## src/rtl/seq_calc_unit.sv

```systemverilog
// Multi-cycle keypad calculator: decimal digit conversion followed by
// single-cycle add/sub or iterative shift-add multiply / restoring divide.
module seq_calc_unit #(
    parameter int         NDIG   = 2,
    parameter int         OW     = 7,
    parameter int         RW     = 14,
    parameter logic [7:0] OP_ADD = 8'h2B,
    parameter logic [7:0] OP_SUB = 8'h2D,
    parameter logic [7:0] OP_MUL = 8'h2A,
    parameter logic [7:0] OP_DIV = 8'h2F
) (
    input  logic              clk,
    input  logic              rst,
    input  logic              start,
    input  logic [7:0]        op,
    input  logic [NDIG*8-1:0] a_dig,
    input  logic [NDIG*8-1:0] b_dig,
    output logic              busy,
    output logic              done,
    output logic [RW-1:0]     result,
    output logic [OW-1:0]     remainder,
    output logic              neg,
    output logic              err_div0,
    output logic              err_dig,
    output logic              err_op
);

    localparam int CW = $clog2(OW + NDIG + 1);

    typedef enum logic [1:0] {
        S_IDLE,
        S_CONV,
        S_EXEC,
        S_DONE
    } state_t;

    state_t state, state_nxt;

    logic [7:0]        op_q;
    logic [NDIG*8-1:0] a_q, b_q;
    logic [OW-1:0]     acc_a, acc_b;
    logic [OW-1:0]     quo, rem;
    logic [RW-1:0]     mcand, prod;
    logic [CW-1:0]     cnt;

    logic [7:0]    da, db;
    logic          bad_a, bad_b;
    logic [OW-1:0] acc_a_nxt, acc_b_nxt;
    logic          is_add, is_sub, is_mul, is_div, op_ok;
    logic          conv_last, exec_last, short_path;
    logic [OW:0]   sum_ab;
    logic          a_ge_b;
    logic [OW-1:0] diff_ab;
    logic [RW-1:0] prod_nxt;
    logic [OW:0]   shl;
    logic          q_bit;
    logic [OW-1:0] dif, rem_nxt, quo_nxt;

    // Digits are consumed from the top byte, most significant first.
    always_comb begin
        da        = a_q[NDIG*8-1 -: 8];
        db        = b_q[NDIG*8-1 -: 8];
        bad_a     = da > 8'd9;
        bad_b     = db > 8'd9;
        acc_a_nxt = acc_a * OW'(10) + (bad_a ? '0 : OW'(da));
        acc_b_nxt = acc_b * OW'(10) + (bad_b ? '0 : OW'(db));
    end

    always_comb begin
        is_add     = op_q == OP_ADD;
        is_sub     = op_q == OP_SUB;
        is_mul     = op_q == OP_MUL;
        is_div     = op_q == OP_DIV;
        op_ok      = is_add | is_sub | is_mul | is_div;
        conv_last  = cnt == CW'(NDIG - 1);
        exec_last  = cnt == CW'(OW - 1);
        short_path = err_dig | ~op_ok | is_add | is_sub
                   | (is_div & (acc_b == '0));
    end

    always_comb begin
        sum_ab   = {1'b0, acc_a} + {1'b0, acc_b};
        a_ge_b   = acc_a >= acc_b;
        diff_ab  = a_ge_b ? acc_a - acc_b : acc_b - acc_a;
        prod_nxt = prod + (acc_b[0] ? mcand : '0);
        shl      = {rem, quo[OW-1]};
        q_bit    = shl >= {1'b0, acc_b};
        dif      = shl[OW-1:0] - acc_b;
        rem_nxt  = q_bit ? dif : shl[OW-1:0];
        quo_nxt  = {quo[OW-2:0], q_bit};
    end

    always_ff @(posedge clk) begin
        if (rst) state <= S_IDLE;
        else     state <= state_nxt;
    end

    always_comb begin
        state_nxt = state;
        busy      = 1'b0;
        done      = 1'b0;
        unique case (state)
            S_IDLE: if (start) state_nxt = S_CONV;
            S_CONV: begin
                busy = 1'b1;
                if (conv_last) state_nxt = S_EXEC;
            end
            S_EXEC: begin
                busy = 1'b1;
                if (short_path || exec_last) state_nxt = S_DONE;
            end
            S_DONE: begin
                done      = 1'b1;
                state_nxt = S_IDLE;
            end
        endcase
    end

    always_ff @(posedge clk) begin
        if (rst) begin
            op_q      <= '0;
            a_q       <= '0;
            b_q       <= '0;
            acc_a     <= '0;
            acc_b     <= '0;
            quo       <= '0;
            rem       <= '0;
            mcand     <= '0;
            prod      <= '0;
            cnt       <= '0;
            result    <= '0;
            remainder <= '0;
            neg       <= 1'b0;
            err_div0  <= 1'b0;
            err_dig   <= 1'b0;
            err_op    <= 1'b0;
        end else begin
            unique case (state)
                S_IDLE: if (start) begin
                    op_q      <= op;
                    a_q       <= a_dig;
                    b_q       <= b_dig;
                    acc_a     <= '0;
                    acc_b     <= '0;
                    cnt       <= '0;
                    result    <= '0;
                    remainder <= '0;
                    neg       <= 1'b0;
                    err_div0  <= 1'b0;
                    err_dig   <= 1'b0;
                    err_op    <= 1'b0;
                end
                S_CONV: begin
                    a_q   <= a_q << 8;
                    b_q   <= b_q << 8;
                    acc_a <= acc_a_nxt;
                    acc_b <= acc_b_nxt;
                    if (bad_a || bad_b) err_dig <= 1'b1;
                    // Preload the iterative datapath; the last digit wins.
                    mcand <= RW'(acc_a_nxt);
                    quo   <= acc_a_nxt;
                    prod  <= '0;
                    rem   <= '0;
                    cnt   <= conv_last ? '0 : cnt + 1'b1;
                end
                S_EXEC: begin
                    cnt <= cnt + 1'b1;
                    if (err_dig || !op_ok) begin
                        err_op <= ~op_ok;
                    end else if (is_div && acc_b == '0) begin
                        err_div0 <= 1'b1;
                    end else if (is_add) begin
                        result <= RW'(sum_ab);
                    end else if (is_sub) begin
                        result <= RW'(diff_ab);
                        neg    <= ~a_ge_b;
                    end else if (is_mul) begin
                        prod  <= prod_nxt;
                        mcand <= mcand << 1;
                        acc_b <= acc_b >> 1;
                        if (exec_last) result <= prod_nxt;
                    end else begin
                        rem <= rem_nxt;
                        quo <= quo_nxt;
                        if (exec_last) begin
                            result    <= RW'(quo_nxt);
                            remainder <= rem_nxt;
                        end
                    end
                end
                S_DONE: ;
            endcase
        end
    end

endmodule

```

## config.mk

```make
export PLATFORM = sky130hd
export DESIGN_NAME = seq_calc_unit
export DESIGN_NICKNAME = d
export VERILOG_FILES = /design/src/rtl/seq_calc_unit.sv
export SDC_FILE = /design/constraint.sdc
export NUM_CORES = 1
export LEC_CHECK = 0
export CAP_MARGIN = 30
export CORE_MARGIN = 8
export CORE_UTILIZATION = 35
export CTS_CLUSTER_DIAMETER = 120
export CTS_CLUSTER_SIZE = 30
export DETAILED_ROUTE_END_ITERATION = 10
export MAX_ROUTING_LAYER = met4
export PLACE_DENSITY_LB_ADDON = 0.25
export SLEW_MARGIN = 20
export SYNTH_ARGS = -nofsm -noshare
export SYNTH_HDL_FRONTEND = slang
export SYNTH_SLANG_ARGS = --single-unit
```

## constraint.sdc

```tcl
create_clock -name clk -period 2.5 [get_ports clk]
set_input_delay 0.375 -clock clk [delete_from_list [all_inputs] [get_ports clk]]
set_output_delay 0.375 -clock clk [all_outputs]
set_load 0.01 [all_outputs]
```

Word level (Yosys, flattened, before mapping)
Cells that the tools add are included.
Cells by class
  magnitude comparators: 4
  equality and inequality tests: 24
  add/subtract/negate cells: 8
  multiplexer cells: 79
  $mul: 2
  reduce and logical (&&, ||, !) cells: 25
  bitwise gates (word level): 10
Operators with widths (number)
  $mux 14: 19
  $mux 7: 26
  $pmux 14 s2: 3
  $pmux 16 s2: 2
  $pmux 7 s2: 4
  $eq 8x6->1 const B: 4
  $mux 16: 2
  $ne 2x2->1 const B: 14
  $pmux 7 s3: 1
  $sub 7x7->7: 3
  $reduce_and 6->1: 3
  $gt 8x4->1 const B: 2
  $add 14x14->14: 1
  $add 7x7->7: 2
  $mul 7x3->6 const B: 2
  $pmux 4 s3: 1
  $mux 1: 11
  $reduce_and 3->1: 3
  $add 7x7->8: 1
  $ge 8x7->1: 1
  $mux 4: 2
  $pmux 1 s2: 4
  $pmux 2 s4: 1
  $reduce_and 8->1: 1
  23 further kinds: 39
Word-level totals
  bits in registers: 127
  output and inout bits: 27
  logic and storage cells: 169
  input port bits: 43

Logic depth before layout (Yosys ltp)
Gate-level depths: netlist of run 1.
  depth in word-level cells: 12
  depth in mapped cells: 11
  gate-level depth less buffers: 11

Worst setup path before layout of run 1
OpenSTA, ideal clock, no wires.
  path type: register to register
  from: register acc_b[0]
  to: register result[8]
  path slack: 53 ps
  stages on the path, launching flop included: 10
  buffers on the path: 1
  data required time: 2430 ps
  arrival time: 2377 ps
  library setup time: 70 ps
  period minus slack after synthesis: 2447 ps
  cell sequence: dfxtp_1 clkbuf_1 nand2_1 fa_1 nor2b_1 o211ai_1 a21oi_1 nor3_1 or4b_1 a21oi_1
On the way
  longest elaborated chain between the ends: 9
  elaborated cells on any way between the ends: 13
  those cells by class: add/sub: 1; eq/ne: 1; mux: 8; reduce/logical: 3
RTL lines
  start: declaration: line 41  | logic [OW-1:0] acc_a, acc_b;
  start signal: assignment: line 157  | acc_b <= acc_b_nxt;
  start signal: assignment: line 180  | acc_b <= acc_b >> 1;
  $mux 14: line 85  | prod_nxt = prod + (acc_b[0] ? mcand : '0);
  $add 14x14->14: line 85
  $mux 14: line 181  | if (exec_last) result <= prod_nxt;
  $mux 14: line 177  | end else if (is_mul) begin
  $mux 14: line 174  | end else if (is_sub) begin
  $mux 14: line 172  | end else if (is_add) begin
  $mux 14: line 170  | end else if (is_div && acc_b == '0) begin
  $mux 14: line 168  | if (err_dig || !op_ok) begin
  $pmux 14 s2: line 138  | unique case (state)
  end signal: assignment: line 173  | result <= RW'(sum_ab);
  end signal: assignment: line 175  | result <= RW'(diff_ab);
  end signal: assignment: line 181
  end: declaration: line 20  | output logic [RW-1:0] result,
Parallel ways exist; a longest one is shown, timed or not. The select of a mux whose other input is x is not followed.
A chain may end at the register's enable or synchronous reset.

Worst setup path in the final report of run 1
  from: register acc_b[0]
  to: register rem[5]
On the way
  longest elaborated chain between the ends: 8
  elaborated cells on any way between the ends: 13
  those cells by class: add/sub: 1; order compare: 1; eq/ne: 1; mux: 7; reduce/logical: 3
RTL lines
  $sub 7x7->7 or $ge 8x7->1 (tied branches): line 88, 87
  $mux 7: line 89  | rem_nxt = q_bit ? dif : shl[OW-1:0];
  $mux 7: line 177
  $mux 7: line 174
  $mux 7: line 172
  $mux 7: line 170
  $mux 7: line 168
  $pmux 7 s2: line 138
  end signal: assignment: line 183  | rem <= rem_nxt;
  end: declaration: line 42  | logic [OW-1:0] quo, rem;
Parallel ways exist; a longest one is shown, timed or not. The select of a mux whose other input is x is not followed.

==> results of run 1 <==
[layout by cell type, fill, tap and decap left out, drive strengths merged, types with 11 or more instances in the layout]
cell type      instances
and3                  14
nand3b                15
nor2b                 12
clkdlybuf4s50         68
nand4                 11
and2                  16
a21o                  12
xor2                  14
buf                   95
a21oi                 73
nor3                  36
nor4                  11
nor2                 110
xnor2                 16
o21ai                 49
clkbuf                17
dfxtp                127
nand3                 23
nand2                 86
inv                   45
a22oi                 37
mux2i                 19
ha                    67
a211oi                34
[layout make-up]
class / count / area share
Clock buffer: 17 / 0.0398
Clock inverter: 15 / 0.0151
Inverter: 42 / 0.0148
Multi-Input combinational cell: 797 / 0.519
Sequential cell: 127 / 0.239
Tap cell: 319 / 0.0374
Timing Repair Buffer: 163 / 0.135
[where the power goes]
part / internal, mW / switching, mW
Sequential: 2.41 / 0.335
Clock: 1.48 / 1.02
Combinational: 1.85 / 2.76
Total: 5.74 / 4.12
[synth_stat cells, drive strengths merged (7+ instances only)]
library cell  instances
clkbuf               48
nand3b               15
fa                    9
o21ai                49
a21oi                73
nand3                23
nor4                 11
inv                  42
xor2                 14
o22ai                 7
mux2i                19
a211oi               34
nand2                86
a21o                 12
and2                 16
dfxtp               127
o21a                 10
and3                 14
xnor2                16
o21bai                7
nand4                11
a211o                 7
or3                  10
nor2                110
buf                   7
a22oi                37
a31oi                10
nor2b                12
nor3                 36
ha                   67
[repair_timing]
action / CTS / global route
gates resized for setup: 2 / 48
endpoints found under the setup margin: 2 / 37
buffers inserted: 0 / 1
pin swaps: 0 / 12
[sequential cells by signal (all words and copies together) (netlist names), 2 cells and up]
register,count
a_q,16
acc_a,7
acc_b,7
b_q,16
cnt,4
mcand,14
op_q,8
prod,14
quo,7
rem,7
remainder,7
result,14
state,2
[stage by stage]
step           instance area, um^2  setup TNS (ps)
2_1_floorplan                 8250               0
5_1_grt                      10700           -53.5
3_5_place_dp                  9880           -33.4
6_report                     10700               0
4_1_cts                      10500               0
3_3_place_gp                  9880               0
[final timing paths]
check | startpoint | to | slack [ps] | cells after the start
worst max-delay path | acc_b[0] | rem[5] | 70 | 10
worst min-delay path | rst | result[0] | 180 | 2
worst max register to register | acc_b[0] | rem[5] | 70 | 10
worst min register to register | result[13] | result[13] | 440 | 2
[layer usage]
metal  track usage  wire length (um)  share of wire  up-vias
li1              -                 -              -     3988
met1         0.245             12300           0.47     3779
met2         0.304             12400           0.47      228
met3        0.0268              1190          0.045       34
met4        0.0650               602          0.023        0
met5             -                 0              0        -
[kinds of logic after synthesis]
family          Yosys count
compound gates          298
xor+xnor                 30
fa+ha+maj                76
buf+inv                  97
flops                   127
mux                      19
other cells               1
simple gates            370
[worst max-delay path, stage by stage (launching register included)]
cell and delay (ps):
sky130_fd_sc_hd__dfxtp_2 320, sky130_fd_sc_hd__buf_4 180, sky130_fd_sc_hd__ha_1 230, sky130_fd_sc_hd__fa_1 410
sky130_fd_sc_hd__nor2b_2 160, sky130_fd_sc_hd__o21a_1 170, sky130_fd_sc_hd__o21bai_1 120, sky130_fd_sc_hd__buf_4 170
sky130_fd_sc_hd__and3_1 150, sky130_fd_sc_hd__o21ai_0 270, sky130_fd_sc_hd__o21ai_0 120
==> implementation parameters, run 1 <==
Parameter                              Value

Drt
  DRT Pass-1 Iters ... 5
  Vias after detailed routing ... 8029
  Initial detailed-routing violation count ... 503
  Wirelength per Cell ... 17.9 um
  Post-route DRC violation count ... 0
  Post-Route WL ... 26.5 mm
  Count of nets left with antenna violations after detail routing ... 0
  Via density per instance ... 5.43

Timing
  Endpoints failing setup ... 0
  Crit share post-route ... 0.971
  Final Critical Period ... 2430 ps
  Final Hold Viols ... 0
  Max-slew headroom ... 0.389
  Setup repair after global routing missed its margin ... true
  Worst Tran Pin Value ... 914 ps
  Tightest hold margin ... 182 ps
  Highest clock rate ... 412 MHz
  Final Max Tran Viols ... 0
  Final worst slack ... 71.7 ps
  Fin Clk Skew ... 11.5 ps

Clock tree
  Cell chosen for the clock root ... sky130_fd_sc_hd__clkbuf_16
  Number of buffers inserted by hold repair at cts ... 0
  Number of buffers on the longest clock path ... 2
  Clock latency at the later pin of the worst-skew pair ... 420 ps
  Number of levels in the clock H-tree ... 4
  CTS tree ... yes
  Number of CTS-inserted buffers ... 17
  Clock edge transition at the registers on the reported setup and hold paths ... 60 ps
  Number of clock sinks ... 127

Global routing
  Wire length of the first global-routing pass ... 42.3 mm
  Total track usage ... 0.191
  Vias in the first global route ... 7900
  Overflow left after global routing ... 0
  Maximum number of pins on one net before global-route repair ... 70
  Initial antenna violation count ... 0

Synth
  Adder-Cell Fraction of Synth Area ... 0.124
  Combinational family with the most area after synthesis ... compound AO/OA/AOI/OAI gates
  Average footprint of a synthesized cell ... 8.09 um^2
  Post-synthesis share of cell area spent on and, or, nand and nor gates ... 0.222
  Xor and xnor fraction of the mapped netlist area ... 0.0319
  Number of enable-type register cells in the synthesized netlist ... 0
  Register area share after synthesis ... 0.309
  Async set-reset flop share out of synthesis ... 0
  Area fraction in compound gates after synthesis ... 0.244
  Leading area contributor after synthesis ... sky130_fd_sc_hd__dfxtp_1
  Cell types with the largest area share after synthesis ... sky130_fd_sc_hd__dfxtp_1, sky130_fd_sc_hd__ha_1, sky130_fd_sc_hd__nor2_1, sky130_fd_sc_hd__a21oi_1, sky130_fd_sc_hd__nand2_1
  Multiplexer share of the synthesized area ... 0.0231
  Mapped Area ... 8230 um^2
  Area share of the largest cell type after synthesis ... 0.309
  Post-synthesis cell count ... 1018
  Synthesis-stage register bit count ... 127
  Flip-flop cell with the highest count after synthesis ... sky130_fd_sc_hd__dfxtp_1
  Yosys warning total ... 0
  Number of unique standard cell types used by synthesis ... 70

Pwr
  Areal power density over the cells ... 923 nW/um^2
  Power after layout ... 9.86 mW
  Cell leakage power ... 4.17 nW
  VDD IR-drop max ... 0.482 mV

Finish
  Number of filler instances in the final layout ... 2332
  Post-synthesis to final-layout area growth ... 29.7%
  Area of all sequential standard cells ... 2550 um^2
  Non-filler instance count after layout ... 1480
  Final antenna diode count ... 0
  Fraction of layout cells with a size suffix above 1 ... 0.161
  Nets ... 1267
  Multi-input combinational cell area ... 5540 um^2
  Utilization after layout ... 0.459

Placement
  Dpl ws ... -33.4 ps
  Cell Count Post-Placement ... 1447
  Sum of net half-perimeters after detailed placement ... 20.3 mm
  Number of buffer cells added on primary ports ... 69
  Placer congestion estimate ... 0.924

Setup path
  Category of the most critical setup path ... reg2reg
  Maximum fanout count along the critical path ... 8
  Startpoint type of the worst setup path ... flop
  Element type at the critical path end ... flop
  Worst endpoint data arrival time ... 2720 ps
  Worst endpoint required time ... 2790 ps

Die
  Die span in x ... 169 um
  Initial Util ... 0.354
  Die height ... 169 um
  Die area ... 28700 um^2
  Standard-cell rows ... 56
  Total I/O pin count ... 70
  Core area ... 23300 um^2

Run status
  Run status ... finished clean

Worst hold path
  Hold WC Path Type ... in2reg

Run
  Max_cap viols ... 0
Note: power is estimated with default switching activity, not from simulation.
==> run 2, diff against run 1 <==
--- a/config.mk
+++ b/config.mk
@@ -9,7 +9,7 @@
 export CORE_MARGIN = 8
 export CORE_UTILIZATION = 35
 export CTS_CLUSTER_DIAMETER = 120
-export CTS_CLUSTER_SIZE = 30
+export CTS_CLUSTER_SIZE = 25
 export DETAILED_ROUTE_END_ITERATION = 10
 export MAX_ROUTING_LAYER = met4
 export PLACE_DENSITY_LB_ADDON = 0.25
==> constraint.sdc (replaced) <==
create_clock -name clk -period 3 [get_ports clk]
set_input_delay 0.45 -clock clk [delete_from_list [all_inputs] [get_ports clk]]
set_output_delay 0.45 -clock clk [all_outputs]
set_load 0.01 [all_outputs]
==> run 2 against run 1 <==
Against the previous run: cell area is 5.3% lower; sequential share of layout area is 1.3 points higher; register-to-register slack better by 210 ps; setup slack better by 210 ps; hold slack better by 100 ps; largest power group unchanged; sequential power is 17% lower; fmax is 11% lower; critical path depth stayed put; combinational power is 28% lower; power is 18% lower; critical path type unchanged; highest routed layer unchanged; wire length is 5.1% lower.
==> implementation parameters, run 2 (synthesis gave the netlist of run 1 again) <==
Parameter                              Value

Finish
  Fraction of layout cells with a size suffix above 1 ... 0.0805
  Post-route design area ... 10100 um^2
  Final antenna diode count ... 0
  Multi-input combinational cell area ... 5350 um^2
  Most frequent cells in the layout ... sky130_fd_sc_hd__dfxtp_1, sky130_fd_sc_hd__nor2_1, sky130_fd_sc_hd__nand2_1
  Most common cell after layout, fill and taps aside ... sky130_fd_sc_hd__dfxtp_1
  Number of filler instances in the final layout ... 2374
  Area of all sequential standard cells ... 2540 um^2
  Nets ... 1211
  Post-synthesis to final-layout area growth ... 22.9%
  Registers with the most flip-flops ... a_q: 16 flops, b_q: 16 flops

Setup path
  Dominant delay contributor by cell family on the critical path ... compound AO/OA/AOI/OAI gates
  Combined buffer and inverter count along the critical path ... 2
  Worst path slowest cell ... sky130_fd_sc_hd__a211oi_1
  Worst-case register-to-register setup slack ... 280 ps
  Cell breakdown of the critical path ... buf_4 -> nand2_1 -> inv_1 -> ha_1 -> a211oi_1 -> o21ai_0 -> a21oi_1 -> nor3_1 -> nor4b_1 -> o41ai_1
  Maximum fanout count along the critical path ... 18
  Longest individual stage delay on the worst path ... 410 ps
  Element type at the critical path end ... flop
  Worst endpoint data arrival time ... 3010 ps
  Startpoint type of the worst setup path ... flop
  Category of the most critical setup path ... reg2reg
  Worst endpoint required time ... 3290 ps

Die
  Core area ... 23300 um^2
  Die span in x ... 169 um
  Standard-cell rows ... 56
  Total I/O pin count ... 70
  Die area ... 28700 um^2
  Initial Util ... 0.354
  Die height ... 169 um

Placement
  Number of buffer cells added on primary ports ... 69
  Sum of net half-perimeters after detailed placement ... 19.0 mm
  Placer congestion estimate ... 0.920
  Cell Area, Placed ... 9430 um^2

Clock tree
  Post-CTS Repair Setup Buffers ... 0
  Number of CTS-inserted buffers ... 17
  Cell chosen for the clock root ... sky130_fd_sc_hd__clkbuf_16
  Clock latency at the later pin of the worst-skew pair ... 420 ps
  Number of buffers inserted by hold repair at cts ... 0
  Number of clock sinks ... 127
  Number of buffers on the longest clock path ... 2
  Number of levels in the clock H-tree ... 4
  CTS tree ... yes
  Total of cells resized after clock tree synthesis ... 0
  Clock edge transition at the registers on the reported setup and hold paths ... 60 ps

Run
  Max_cap viols ... 0

Drt
  Wirelength per Cell ... 17.6 um
  Count of nets left with antenna violations after detail routing ... 0
  Post-Route WL ... 25.1 mm
  Via density per instance ... 5.47
  Vias after detailed routing ... 7790
  DRT Pass-1 Iters ... 5
  Post-route DRC violation count ... 0
  Initial detailed-routing violation count ... 469

Pwr
  Switching share of total power ... 0.397
  Part of the total power dissipated in sequential elements ... 0.284
  Areal power density over the cells ... 796 nW/um^2
  Fraction of power consumed by combinational cells ... 0.413
  Clk pwr share ... 0.303
  Total internal power ... 4.85 mW
  Cell leakage power ... 3.91 nW
  VDD IR-drop max ... 0.467 mV
  Switching power ... 3.20 mW

Timing
  Max-slew headroom ... 0.439
  Endpoints failing setup ... 0
  Final Hold Viols ... 0
  Final Max Tran Viols ... 0
  Sum of negative setup slack ... 0 ps
  Fin Clk Skew ... 8.26 ps
  Final Critical Period ... 2720 ps
  Highest clock rate ... 368 MHz
  Setup repair after global routing missed its margin ... false
  Crit share post-route ... 0.907
  Worst Tran Pin Value ... 838 ps

Global routing
  Vias in the first global route ... 7516
  Maximum number of pins on one net before global-route repair ... 121
  Met1 track demand over resource in global routing ... 0.237
  Most used routing layer ... met2
  Routing usage on met2 ... 0.275
  Wire length of the first global-routing pass ... 40.3 mm
  Total track usage ... 0.182
  Overflow left after global routing ... 0
  Initial antenna violation count ... 0
  Met3 capacity usage during global routing ... 0.0328

Run status
  Run status ... finished clean

Worst hold path
  Hold WC Path Type ... in2reg
==> run 2: cell count changes in the layout (fill, tap and decap cells not counted), moves of 6 or more <==
cell,previous run,this run
sky130_fd_sc_hd__a21oi_1,65,71
sky130_fd_sc_hd__a21oi_2,8,2
sky130_fd_sc_hd__buf_4,91,38
sky130_fd_sc_hd__dfxtp_1,121,127
sky130_fd_sc_hd__dfxtp_2,6,0
==> run 2: cell type report <==
class,count,area share
multi-input combinational,797,0.528
sequential,127,0.251
timing repair buffer,107,0.0975
clock buffer,20,0.0451
tap,319,0.0395
clock inverter,12,0.0226
inverter,42,0.0156
==> run 2: metrics by stage <==
step                power, mW  utilization  instances  setup slack, ps  hold slack (ps)
floorplan                4.50            -       1021              553              436
global placement         5.61        0.405       1392              365              429
detailed placement       5.63        0.405       1392              331              431
CTS                      8.10        0.435       1424              311              268
global route             8.59        0.435       1424             55.8              278
finish                   8.05        0.435       1424              279              284
==> run 2: worst paths after layout <==
kind,from,to,cells after the start
setup reg to reg,acc_b[0],result[7],10
hold / removal,rst,prod[1],2
setup / recovery,acc_b[0],result[7],10
hold reg to reg,result[3],result[3],2
==> run 2: routing by layer <==
layer  wire, um  up-vias  share of wire
met4        633        0          0.025
met3       1370       29          0.054
li1           -     3883              -
met2      11200      235           0.44
met5          0        -              0
met1      12000     3643           0.48
==> run 2: power by group through the flow <==
stage          clock (mW)  sequential, mW  combinational (mW)
2_1_floorplan           0            2.23                2.27
3_3_place_gp            0            2.31                3.30
3_5_place_dp            0            2.32                3.31
4_1_cts              2.49            2.28                3.33
5_1_grt              2.57            2.33                3.69
6_report             2.44            2.29                3.33
==> run 3, diff against run 2 <==
--- a/config.mk
+++ b/config.mk
@@ -11,8 +11,10 @@
 export CTS_CLUSTER_DIAMETER = 120
 export CTS_CLUSTER_SIZE = 25
 export DETAILED_ROUTE_END_ITERATION = 10
+export GPL_TIMING_DRIVEN = 1
 export MAX_ROUTING_LAYER = met4
 export PLACE_DENSITY_LB_ADDON = 0.25
+export SKIP_LAST_GASP = 1
 export SLEW_MARGIN = 20
 export SYNTH_ARGS = -nofsm -noshare
 export SYNTH_HDL_FRONTEND = slang
==> results of run 3 <==
Final layout, timing and power as in run 2 (identical DEF).
